===== config.mk =====
export PLATFORM = sky130hd
export DESIGN_NAME = hash_word_serializer
export DESIGN_NICKNAME = d
export VERILOG_FILES = /design/src/rtl/sha_pkg.sv /design/src/rtl/hash_word_serializer.sv
export SDC_FILE = /design/constraint.sdc
export NUM_CORES = 1
export LEC_CHECK = 0
export BUFFER_PORTS_ARGS = -buffer_cell sky130_fd_sc_hd__buf_4
export CORE_MARGIN = 2
export CORE_UTILIZATION = 48
export CTS_CLUSTER_DIAMETER = 60
export CTS_CLUSTER_SIZE = 40
export DETAILED_ROUTE_END_ITERATION = 8
export PLACE_DENSITY = 0.73
export SLEW_MARGIN = 25
export SYNTH_ARGS = -nofsm -noshare
export SYNTH_HDL_FRONTEND = slang
export SYNTH_SLANG_ARGS = --single-unit

===== constraint.sdc =====
create_clock -name clk -period 3.5 [get_ports clk]
set_input_delay 0.7 -clock clk [delete_from_list [all_inputs] [get_ports clk]]
set_output_delay 0.7 -clock clk [all_outputs]
set_load 0.02 [all_outputs]

===== src/rtl/sha_pkg.sv =====
// Shared defaults and state encoding for the hash digest datapath blocks.
package sha_pkg;

   localparam int HASH_W_DEFAULT = 256;
   localparam int WORD_W_DEFAULT = 32;

   typedef enum logic {
      IDLE = 1'b0,
      SEND = 1'b1
   } state_t;

endpackage


===== src/rtl/hash_word_serializer.sv =====
// Captures a full hash digest and streams it out as WORD_W words with
// valid/ready handshaking and a last-word marker.
module hash_word_serializer
   import sha_pkg::*;
#(
   parameter int HASH_W    = HASH_W_DEFAULT,
   parameter int WORD_W    = WORD_W_DEFAULT,
   parameter int MSW_FIRST = 1
) (
   input  logic              clk,
   input  logic              rst,
   input  logic [HASH_W-1:0] hash_data,
   input  logic              hash_valid,
   output logic              hash_rdy,
   output logic [WORD_W-1:0] word_data,
   output logic              word_valid,
   input  logic              word_ready,
   output logic              word_last,
   output logic              busy
);

   localparam int NWORDS = HASH_W / WORD_W;
   localparam int IDX_W  = (NWORDS > 1) ? $clog2(NWORDS) : 1;
   localparam logic [IDX_W-1:0] LAST_IDX = IDX_W'(NWORDS - 1);

   state_t            state;
   logic [IDX_W-1:0]  idx;
   logic [HASH_W-1:0] digest;

   // hash_rdy, word_valid and busy are registered copies of the state so
   // that nothing on the handshake outputs depends combinationally on inputs.
   always_ff @(posedge clk) begin
      if (rst) begin
         state      <= IDLE;
         idx        <= '0;
         digest     <= '0;
         hash_rdy   <= 1'b1;
         word_valid <= 1'b0;
         busy       <= 1'b0;
      end else begin
         case (state)
            IDLE: begin
               if (hash_valid && hash_rdy) begin
                  state      <= SEND;
                  digest     <= hash_data;
                  idx        <= '0;
                  hash_rdy   <= 1'b0;
                  word_valid <= 1'b1;
                  busy       <= 1'b1;
               end
            end
            SEND: begin
               if (word_valid && word_ready) begin
                  if (idx == LAST_IDX) begin
                     state      <= IDLE;
                     idx        <= '0;
                     hash_rdy   <= 1'b1;
                     word_valid <= 1'b0;
                     busy       <= 1'b0;
                  end else begin
                     idx <= idx + 1'b1;
                  end
               end
            end
            default: begin
               state      <= IDLE;
               hash_rdy   <= 1'b1;
               word_valid <= 1'b0;
               busy       <= 1'b0;
            end
         endcase
      end
   end

   // Word 0 is the top slice when MSW_FIRST, otherwise the bottom slice.
   always_comb begin
      word_data = digest[WORD_W-1:0];
      for (int i = 0; i < NWORDS; i++) begin
         if (idx == IDX_W'(i)) begin
            if (MSW_FIRST != 0)
               word_data = digest[HASH_W-1-i*WORD_W -: WORD_W];
            else
               word_data = digest[i*WORD_W +: WORD_W];
         end
      end
   end

   assign word_last = word_valid && (idx == LAST_IDX);

endmodule


==> flow_metrics.env <==
export IMPL_grt_pass1_wl_um=59300
export IMPL_vias=12077
export IMPL_period_share_pct=97.3
export IMPL_htree_levels=1
export IMPL_maxSlewViolCount=0
export IMPL_fillers=2255
export IMPL_path_cells="ha_1 > ha_1 > or3b_1 > buf_12 > o221a_2 > o21ai_0 > a22oi_1 > buf_4"
export IMPL_slowest_delay_ns=0.41
export IMPL_dieArea_um2=26200
export IMPL_multi_input_area_um2=6150
export IMPL_ir_drop_mv=0.291
export IMPL_cp_arrival_ns=2.70
export IMPL_worstMarginPinSlew_ns=0.817
export IMPL_synth_distinct_cells=30
export IMPL_ys_flop_type="dfxtp_1"
export IMPL_route_detailed_drc=0
export IMPL_setup_viol=0
export IMPL_viasPerCell=5.63
export IMPL_path_delay_family="compound AO/OA/AOI/OAI gates"
export IMPL_max_cap_viol_count=0
export IMPL_cts_root_buf="clkbuf_16"
export IMPL_synth_edff_count=0
export IMPL_rsz0062_at_grt="no"
export IMPL_rows=57
export IMPL_status="finished, final reports clean"
export IMPL_finalPower_w=0.00698
export IMPL_hold_ws_ns=0.408
export IMPL_min_period_ns=3.40
export IMPL_synth_warnings=0
export IMPL_routedWlPerCell_um=18.2
export IMPL_gp_congestion=0.936
export IMPL_crit_type="flop to output port"
export IMPL_drt_total_wl_um=39200
export IMPL_hpwl_um=26800
export IMPL_initial_utilization_pct=49.1
export IMPL_critical_path_required_ns=2.80
export IMPL_tritoncts_num_buffers=22
export IMPL_die_h_um=162
export IMPL_synth_async_sr_flop_share_pct=0
export IMPL_ios=296
export IMPL_worstSetupEndpointType="output port"
export IMPL_drtPass1Iterations=5
export IMPL_syn_nets=1863
export IMPL_insertion_delay_ns=0.52
export IMPL_die_width_um=162
export IMPL_crit_buf_inv=2
export IMPL_yosysTopAreaCell="dfxtp_1"
export IMPL_clock_path_buffers=3
export IMPL_overflow=0
export IMPL_synth_seq_cells=262
export IMPL_synth_most_common_cell="nand2_1"
export IMPL_cts_tree="yes"
export IMPL_final_nets=2072
export IMPL_grt_pass1_vias=10888
export IMPL_seqCellArea_um2=5250
export IMPL_drt_iter0_drc=1254
export IMPL_holdCritPathClass="input pin to flop"
export IMPL_clkTransAtPathRegs_ns=0.10
export IMPL_skew_ns=0.0224
export IMPL_synthCells=1597
export IMPL_grt_max_degree=112
export IMPL_p_leak_nw=6.42
export IMPL_hold_viol_final=0
export IMPL_netlist_area_um2=12000
export IMPL_numClockSinks=262
export IMPL_antenna_found_initial=2
export IMPL_power_density_nw_per_um2=456
export IMPL_cpMostUsedCell="ha_1"
export IMPL_synth_common_cells="nand2_1, a21oi_1, dfxtp_1"
export IMPL_crit_fanout=32
export IMPL_core_area_um2=24400
export IMPL_synth_top_area_share_pct=43.8
export IMPL_synth_avg_cell_area_um2=7.50
export IMPL_layout_drive_gt1_share_pct=24.6
export IMPL_setup_tns_ns=0
export IMPL_area_growth_syn_to_layout_pct=27.7
export IMPL_cts_hold_buffers=0
export IMPL_seq_area_frac_synth_pct=43.8
export IMPL_critPathLaunchType="flop"
export IMPL_relSlewSlack_pct=45.5
export IMPL_ant_nets=0
export IMPL_slowest_stage="or3b_1"
export IMPL_max_freq_mhz=294
export IMPL_synth_area_leaders="dfxtp_1, nand2_1, a21oi_1"
export IMPL_portBuffers=295
export IMPL_grt_use_total_pct=28.3
## final timing paths
path | start | end | slack, ns | cells past startpoint
setup / recovery | idx[0]$_SDFFE_PP0P_ | word_data[31] | 0.1 | 8
hold / removal | hash_data[207] | digest[207]$_SDFFE_PP0P_ | 0.41 | 3
setup reg to reg | state$_SDFF_PP0_ | digest[111]$_SDFFE_PP0P_ | 1.41 | 6
hold reg to reg | digest[80]$_SDFFE_PP0P_ | digest[80]$_SDFFE_PP0P_ | 0.46 | 2
## worst reg2reg max path, cell delays in order, from the launching register on
cell	delay (ns)
dfxtp_1	0.38
nand3b_1	0.14
buf_4	0.31
buf_4	0.54
buf_12	0.32
nand2_1	0.11
a21oi_1	0.18
## flip-flops by register name, indices dropped and copies added, names as in the netlist
register  cells
busy          1
hash_rdy      1
idx           3
state         1
digest      256
## layout by cell type, fill, tap and decap left out, types with 3 or more instances in the layout
cell type / n
buf_4: 313
a22oi_2: 30
inv_16: 3
nand2_1: 548
a21oi_1: 347
nand3_1: 63
o21bai_1: 32
a21oi_2: 8
nand3b_1: 33
buf_8: 3
o21ai_2: 31
inv_1: 3
clkinv_2: 4
clkbuf_16: 23
ha_1: 4
buf_6: 3
o221a_1: 30
nor2_1: 5
buf_12: 11
a21o_1: 32
a22oi_1: 3
dfxtp_1: 261
## logic make-up (layout without fill, tap and decap cells)
logic type / Yosys count / count (layout) / synth area share (%)
AND/OR/NAND/NOR: 658 / 658 / 22.5
AO/OA/AOI/OAI: 520 / 520 / 27.7
flip-flops: 262 / 262 / 43.8
buffers and inverters: 151 / 375 / 5.44
adder cells (fa/ha/maj): 6 / 6 / 0.627
other: 0 / 2 / 0
## per-layer routing
metal	up-vias	GRT usage, %	routed length (um)
li1	5837	-	-
met1	5602	42.6	17900
met2	563	40.4	16200
met3	75	6.05	3810
met4	0	8.25	1220
met5	-	0	0
## cell type report
class                           count  area share, %
Timing Repair Buffer              332           17.6
Multi-Input combinational cell   1184           40.2
Tap cell                          324           2.65
Inverter                            4          0.123
Antenna cell                        2         0.0327
Clock buffer                       26           3.90
Clock inverter                     13           1.18
Sequential cell                   262           34.3
## report_power, final
group / total, W / switching [W] / internal [W] / leakage [nW]
sequential: 0.00329 / 0.000114 / 0.00318 / 2.15
combinational: 0.000999 / 0.000553 / 0.000446 / 3.89
clock: 0.00269 / 0.00126 / 0.00143 / 0.387
total: 0.00698 / 0.00192 / 0.00506 / 6.42
## metrics by stage
step / utilization (%) / area [um^2] / std cells / setup WS (ns)
after global routing: 62.7 / 15300 / 2147 / 0.00279
after detailed placement: 58.8 / 14300 / 2096 / 0.467
after global placement: 58.7 / 14300 / 2095 / 0.0395
final: 62.7 / 15300 / 2147 / 0.0958
after floorplan: - / 12000 / 1597 / 0.413
after CTS: 62.1 / 15100 / 2136 / 0.0255
## what timing repair did
item | CTS | global route
setup buffers | 1 | 7
setup endpoints to repair | 20 | 27
gates resized for setup | 3 | 14
pin swaps | 1 | 1
Note: power is estimated with default switching activity, not from simulation.
